### src/rtl/spi_asm_pkg.sv
// Shared types and helpers for the SPI word assembler.
package spi_asm_pkg;

  localparam int unsigned WORD_BYTES = 4;

  typedef struct packed {
    logic [31:0] word;
    logic [2:0]  bytes;
    logic        last;
  } asm_entry_t;

  // Move the n low bytes of the pack register to the top of a word, zero-filling below.
  function automatic logic [31:0] left_align(input logic [23:0] acc, input logic [1:0] n);
    logic [31:0] w;
    case (n)
      2'd1:    w = {acc[7:0], 24'h000000};
      2'd2:    w = {acc[15:0], 16'h0000};
      2'd3:    w = {acc, 8'h00};
      default: w = '0;
    endcase
    return w;
  endfunction

endpackage

### src/rtl/spi_word_assembler_if.sv
// Byte-in / word-out handshake bundle for spi_word_assembler.
interface spi_word_assembler_if;
  logic [7:0]  in_byte;
  logic        in_valid;
  logic        in_frame_end;
  logic [31:0] out_word;
  logic [2:0]  out_bytes;
  logic        out_last;
  logic        out_valid;
  logic        out_ready;
  logic        overrun;
  logic        clear_overrun;

  modport master (
    output in_byte, in_valid, in_frame_end, out_ready, clear_overrun,
    input  out_word, out_bytes, out_last, out_valid, overrun
  );

  modport slave (
    input  in_byte, in_valid, in_frame_end, out_ready, clear_overrun,
    output out_word, out_bytes, out_last, out_valid, overrun
  );
endinterface

### src/rtl/spi_asm_fifo.sv
// Small synchronous FIFO of assembled words with a registered head entry.
module spi_asm_fifo
  import spi_asm_pkg::*;
#(
  parameter int unsigned FIFO_DEPTH = 2
) (
  input  logic       clock,
  input  logic       reset,
  input  logic       push,
  input  asm_entry_t push_data,
  input  logic       pop,
  output logic       full,
  output logic       empty,
  output asm_entry_t head
);

  localparam int unsigned AW = $clog2(FIFO_DEPTH);

  asm_entry_t           mem_q [FIFO_DEPTH];
  asm_entry_t           mem_d [FIFO_DEPTH];
  asm_entry_t           head_q, head_d;
  logic       [AW-1:0]  wptr_q, wptr_d, rptr_q, rptr_d;
  logic       [AW:0]    count_q, count_d;
  logic                 push_ok, pop_ok;

  assign full    = (count_q == (AW + 1)'(FIFO_DEPTH));
  assign empty   = (count_q == '0);
  assign pop_ok  = pop && !empty;
  // A full FIFO still accepts a push when the head leaves in the same cycle.
  assign push_ok = push && (!full || pop_ok);

  always_comb begin
    mem_d   = mem_q;
    wptr_d  = wptr_q;
    rptr_d  = rptr_q;
    count_d = count_q;
    if (push_ok) begin
      mem_d[wptr_q] = push_data;
      wptr_d        = wptr_q + 1'b1;
    end
    if (pop_ok) begin
      rptr_d = rptr_q + 1'b1;
    end
    case ({push_ok, pop_ok})
      2'b10:   count_d = count_q + 1'b1;
      2'b01:   count_d = count_q - 1'b1;
      default: count_d = count_q;
    endcase
    head_d = (count_d == '0) ? '0 : mem_d[rptr_d];
  end

  always_ff @(posedge clock or negedge reset) begin
    if (!reset) begin
      mem_q   <= '{default: '0};
      head_q  <= '0;
      wptr_q  <= '0;
      rptr_q  <= '0;
      count_q <= '0;
    end else begin
      mem_q   <= mem_d;
      head_q  <= head_d;
      wptr_q  <= wptr_d;
      rptr_q  <= rptr_d;
      count_q <= count_d;
    end
  end

  assign head = head_q;

endmodule

### src/rtl/spi_word_assembler.sv
// Packs SPI bytes MSB-first into 32-bit words and queues them for the command layer.
// Define SPI_ASM_FLUSH_EN to emit partial words at frame end instead of discarding them.
module spi_word_assembler
  import spi_asm_pkg::*;
#(
  parameter int unsigned FIFO_DEPTH = 2
) (
  input logic                  clock,
  input logic                  reset,
  spi_word_assembler_if.slave  bus
);

  logic [23:0] acc_q, acc_d;
  logic [1:0]  cnt_q, cnt_d;
  logic [23:0] shifted;
  logic        overrun_q, overrun_d;
  logic        push, pop, full, empty, drop;
  asm_entry_t  push_entry, head;

  assign shifted = {acc_q[15:0], bus.in_byte};

`ifdef SPI_ASM_FLUSH_EN
  logic [1:0]  flush_n;
  logic [23:0] flush_acc;
  // A coincident byte joins the partial word before it is flushed.
  assign flush_n   = bus.in_valid ? cnt_q + 2'd1 : cnt_q;
  assign flush_acc = bus.in_valid ? shifted : acc_q;
`endif

  always_comb begin
    acc_d      = acc_q;
    cnt_d      = cnt_q;
    push       = 1'b0;
    push_entry = '0;
    if (bus.in_valid && cnt_q == 2'd3) begin
      push             = 1'b1;
      push_entry.word  = {acc_q, bus.in_byte};
      push_entry.bytes = 3'(WORD_BYTES);
      push_entry.last  = bus.in_frame_end;
      acc_d            = '0;
      cnt_d            = '0;
    end else if (bus.in_valid && !bus.in_frame_end) begin
      acc_d = shifted;
      cnt_d = cnt_q + 2'd1;
    end else if (bus.in_frame_end) begin
      acc_d = '0;
      cnt_d = '0;
`ifdef SPI_ASM_FLUSH_EN
      if (flush_n != 2'd0) begin
        push             = 1'b1;
        push_entry.word  = left_align(flush_acc, flush_n);
        push_entry.bytes = {1'b0, flush_n};
        push_entry.last  = 1'b1;
      end
`endif
    end
  end

  assign pop  = !empty && bus.out_ready;
  assign drop = push && full && !pop;

  always_comb begin
    overrun_d = overrun_q;
    if (bus.clear_overrun) overrun_d = 1'b0;
    if (drop)              overrun_d = 1'b1;
  end

  always_ff @(posedge clock or negedge reset) begin
    if (!reset) begin
      acc_q     <= '0;
      cnt_q     <= '0;
      overrun_q <= 1'b0;
    end else begin
      acc_q     <= acc_d;
      cnt_q     <= cnt_d;
      overrun_q <= overrun_d;
    end
  end

  spi_asm_fifo #(
    .FIFO_DEPTH (FIFO_DEPTH)
  ) u_fifo (
    .clock     (clock),
    .reset     (reset),
    .push      (push),
    .push_data (push_entry),
    .pop       (pop),
    .full      (full),
    .empty     (empty),
    .head      (head)
  );

  assign bus.out_word  = head.word;
  assign bus.out_bytes = head.bytes;
  assign bus.out_last  = head.last;
  assign bus.out_valid = !empty;
  assign bus.overrun   = overrun_q;

endmodule

### src/flat_wrapper.sv
// flat-port wrapper written by rule: the top's interface ports become plain ports
module spi_word_assembler_flat import spi_asm_pkg::*;
#(
  parameter int unsigned FIFO_DEPTH = 2
)
  (clock, reset, bus_in_byte, bus_in_valid, bus_in_frame_end, bus_out_ready, bus_clear_overrun, bus_out_word, bus_out_bytes, bus_out_last, bus_out_valid, bus_overrun);
  spi_word_assembler_if bus_i ();
  input logic clock;
  input logic reset;
  input wire logic [$bits(bus_i.in_byte)-1:0] bus_in_byte;
  input wire logic [$bits(bus_i.in_valid)-1:0] bus_in_valid;
  input wire logic [$bits(bus_i.in_frame_end)-1:0] bus_in_frame_end;
  input wire logic [$bits(bus_i.out_ready)-1:0] bus_out_ready;
  input wire logic [$bits(bus_i.clear_overrun)-1:0] bus_clear_overrun;
  output wire logic [$bits(bus_i.out_word)-1:0] bus_out_word;
  output wire logic [$bits(bus_i.out_bytes)-1:0] bus_out_bytes;
  output wire logic [$bits(bus_i.out_last)-1:0] bus_out_last;
  output wire logic [$bits(bus_i.out_valid)-1:0] bus_out_valid;
  output wire logic [$bits(bus_i.overrun)-1:0] bus_overrun;
  assign bus_i.in_byte = bus_in_byte;
  assign bus_i.in_valid = bus_in_valid;
  assign bus_i.in_frame_end = bus_in_frame_end;
  assign bus_i.out_ready = bus_out_ready;
  assign bus_i.clear_overrun = bus_clear_overrun;
  assign bus_out_word = bus_i.out_word;
  assign bus_out_bytes = bus_i.out_bytes;
  assign bus_out_last = bus_i.out_last;
  assign bus_out_valid = bus_i.out_valid;
  assign bus_overrun = bus_i.overrun;
  spi_word_assembler #(.FIFO_DEPTH(FIFO_DEPTH)) u_core (.clock(clock), .reset(reset), .bus(bus_i));
endmodule
### config.mk
export PLATFORM = sky130hd
export DESIGN_NAME = spi_word_assembler_flat
export DESIGN_NICKNAME = d
export VERILOG_FILES = /design/src/rtl/spi_asm_pkg.sv /design/src/rtl/spi_word_assembler_if.sv /design/src/rtl/spi_asm_fifo.sv /design/src/rtl/spi_word_assembler.sv /design/src/flat_wrapper.sv
export SDC_FILE = /design/constraint.sdc
export NUM_CORES = 1
export LEC_CHECK = 0
export ABC_AREA = 0
export ABC_CLOCK_PERIOD_IN_PS = 6000
export BUFFER_PORTS_ARGS = -buffer_cell sky130_fd_sc_hd__buf_2
export CORE_MARGIN = 2
export CORE_UTILIZATION = 25
export DETAILED_ROUTE_END_ITERATION = 12
export SYNTH_ARGS = -nofsm -noshare
export SYNTH_HDL_FRONTEND = slang
export SYNTH_SLANG_ARGS = --single-unit
### constraint.sdc
create_clock -name clock -period 6 [get_ports clock]
set_clock_uncertainty 0.05 [all_clocks]
set_input_delay 0.3 -clock clock [delete_from_list [all_inputs] [get_ports clock]]
set_output_delay 0.3 -clock clock [all_outputs]
set_load 0.02 [all_outputs]
==> results.txt <==
For the leakage power figure, the log shows 0.00316 µW. The initial antenna violation count is 0. The number of buffers on the longest clock path is 2, and the number of input and output port buffers inserted is 51.

After synthesis, flip-flops and latches occupy 65.6% of the total area. Maximum vdd drop: 0.000300 V. The first routing iteration left 135 violations. The count of unresolved DRC violations after routing was 0. The tools report the global-route wire length before repair as 18,000 µm. For the setup slack on the worst flop-to-flop path, the log shows 3.30 ns. Final period utilization: 44.9%.

52 I/O pins were placed. The count of nets left with antenna violations once routing finished came out at 0. The largest net degree at the start of global routing came out at 87. STA classifies the critical path endpoint as a register. The number of setup buffers added after CTS was 0; the average vias per placed instance was 4.28. The share of post-route cells with drive strength above 1 came out at 41.7%. Power spread over the standard cell area amounts to 403 nW/µm². STA classifies the critical path startpoint as a register. Setup violations remaining at the end of the flow were counted as 0.

0 antenna diodes ended up in the layout. Of the post-synthesis cell area, the dominant cell type holds 65.6%. The run gives 1 as the number of hold-repair buffers added at the cts stage. For this configuration, the core starts out at a cell density of 25.3%. The routed layout has 2,874 vias. The worst pin sits at a relative slew slack of 25.7%. The tools report the number of levels the H-tree was split into as 4. The maximum fanout encountered on the critical timing path is 33.

In this run the worst hold path is classified as in2reg. Static timing analysis puts the maximum clock frequency at 371 MHz. The number of hold-slack violations in the final timing report was 0; the synthesis-to-finish area growth was 20.0%.

The count of different cell masters after synthesis was 31. Type of the worst setup path: reg2reg. Counting the buffers created by CTS gives 17.

TritonCTS built the clock tree. The run gives 0.41 ns as the clock latency on the worst-skew pair. The run gives 344 as the net count after synthesis.

Across every metal layer, demand over resource in global routing totals 10.7%. The mapped netlist covers 5310 µm². The gate count of the mapped netlist is 328, and the number of clock sinks is 139. The final routed wire length divided by cell count is 16.3 µm. The synthesized flop and latch total was 139. The post-CTS clock slew at the launch and capture registers of the worst setup and hold paths is 0.05 ns, and the arrival time at the worst endpoint is 2.98 ns. For this run, the post-layout net count is 400. For the total negative setup slack, the log shows 0 ns.

The tools report the final max-slew violation count as 0. For the worst setup path, the data required time is 6.29 ns. The run gives 0 as the leftover overflow at the end of global routing. The run gives 53 as the row count.

The Yosys step of the flow raised 0 warnings. The number of detailed-route iterations in the first pass is 4, and the filler cell count is 2,116. The smallest clock period supported by the final layout is computed as 2.70 ns. Once placement completed, the tool counted placed cells totaling 639. Wires add up to 10,900 µm.

At the pin with the least slew margin, the transition time is 1.11 ns. The synthesized design spends more area on one cell type than any other, namely sky130_fd_sc_hd__dfrtp_1. The top cell types in the final layout, fill and taps aside, are 139 x sky130_fd_sc_hd__dfrtp_1, 58 x sky130_fd_sc_hd__a22o_1, 50 x sky130_fd_sc_hd__buf_2. The flow ran to the end, and the final reports show no timing, DRC or antenna violations.

The total of cells resized after clock tree synthesis was 0; the final HPWL from detailed placement was 6520 µm. The total area inside the core boundary comes to 21,000 µm². Measured along the x axis, the die boundary spans 150 µm. The average footprint of a synthesized cell was 16.2 µm².

The commonest non-fill, non-tap cell in the layout was sky130_fd_sc_hd__dfrtp_1. Setup repair after global routing left no endpoint under its margin. Library cell used as clock root buffer: sky130_fd_sc_hd__clkbuf_16.

By area the synthesized netlist is led by sky130_fd_sc_hd__dfrtp_1 66%, sky130_fd_sc_hd__mux2_2 10%, sky130_fd_sc_hd__a22o_1 9.6%. The floorplan die area was 22,400 µm²; the placer's final routability congestion estimate was 0.704. The via count of the first global-routing pass was 3,142; the count of maximum capacitance violations was 0. The die outline height came out at 150 µm. The count of cells in the finished layout, fillers not included, comes to 671.
-- stage by stage --
stage,worst slack (ns),area (µm²),power (µW),hold WS (ns),utilization [%]
2_1_floorplan,3.80,5310,1500,-0.0456,-
3_3_place_gp,3.39,5820,1620,0.221,27.8
3_5_place_dp,3.30,5820,1630,0.238,27.8
4_1_cts,3.28,6370,2600,0.0172,30.4
5_1_grt,3.07,6370,2690,0.0335,30.4
6_report,3.30,6370,2570,0.0370,30.4
-- worst paths after layout --
path / from / to / cells past startpoint
min in group asynchronous: reset / u_core.u_fifo.head[3] / 2
max in group asynchronous: reset / u_core.u_fifo.head[19] / 3
worst min-delay path: bus_clear_overrun / u_core.bus.overrun / 2
worst max-delay path: u_core.u_fifo.count_q[0] / u_core.u_fifo.head[26] / 9
worst max register to register: u_core.u_fifo.count_q[0] / u_core.u_fifo.head[26] / 9
worst min register to register: u_core.u_fifo.mem_q[39] / u_core.u_fifo.mem_q[39] / 1
-- final cells by class --
class / count / area, µm² / share of cell area, %
Tap cell: 275 / 344 / 5.40
Timing Repair Buffer: 58 / 317 / 4.97
Clock inverter: 8 / 70.1 / 1.10
Sequential cell: 139 / 3480 / 54.6
Multi-Input combinational cell: 165 / 1680 / 26.4
Clock buffer: 23 / 468 / 7.35
Inverter: 3 / 11.3 / 0.177
-- kinds of logic (layout without fill, tap and decap cells) --
| kind of cell | after synthesis | after routing | synth area share (%) |
|---|---|---|---|
| flops | 139 | 139 | 65.6 |
| mux | 67 | 67 | 15.6 |
| compound gates | 63 | 63 | 10.3 |
| simple gates | 28 | 28 | 3.91 |
| buf+inv | 24 | 92 | 3.21 |
| xor+xnor | 5 | 5 | 0.967 |
| fa+ha+maj | 2 | 2 | 0.472 |
-- cells in the mapped netlist, drive strengths merged --
cell,instances
a21boi,2
a22o,58
and2,2
and4bb,2
buf,17
clkbuf,4
dfrtp,139
ha,2
inv,3
mux2,67
nand2,2
nand3,1
nand3b,4
nor2,3
nor2b,4
nor3,2
nor3b,4
o211a,1
o21ai,1
o22ai,1
or2,3
or3,1
xnor2,3
xor2,2
-- critical path, cell delays in order, from the launching register on --
cell and delay [ns]:
sky130_fd_sc_hd__dfrtp_1 0.55, sky130_fd_sc_hd__nor2_1 0.09, sky130_fd_sc_hd__nand2_1 0.10, sky130_fd_sc_hd__nand3_1 0.13, sky130_fd_sc_hd__ha_1 0.39, sky130_fd_sc_hd__and4bb_2 0.25, sky130_fd_sc_hd__nor3_2 0.27, sky130_fd_sc_hd__and2_1 0.17
sky130_fd_sc_hd__buf_4 0.39, sky130_fd_sc_hd__a22o_1 0.24
-- flip-flops by register name, summed over array words and instances, names as in the netlist --
name and flops:
u_core.u_fifo.count_q 2, u_core.bus.overrun 1, u_core.cnt_q 2, u_core.u_fifo.head 36
u_core.u_fifo.mem_q 72, u_core.acc_q 24, u_core.u_fifo.wptr_q 1, u_core.u_fifo.rptr_q 1
-- metal layers --
metal	routed length (µm)	vias up	GRT usage, %	part of all wire, %
met4	110	0	4.39	1.0
met2	5200	50	16.1	48
met5	0	-	0	0
met3	449	11	3.35	4.1
li1	-	1308	-	-
met1	5180	1505	14.2	47
-- report_power, final --
part           leakage, µW  switching (µW)  internal (µW)
combinational     0.000987             340            171
sequential         0.00191            61.5           1040
clock             0.000263             367            585
(Power assumes the default switching activity.)
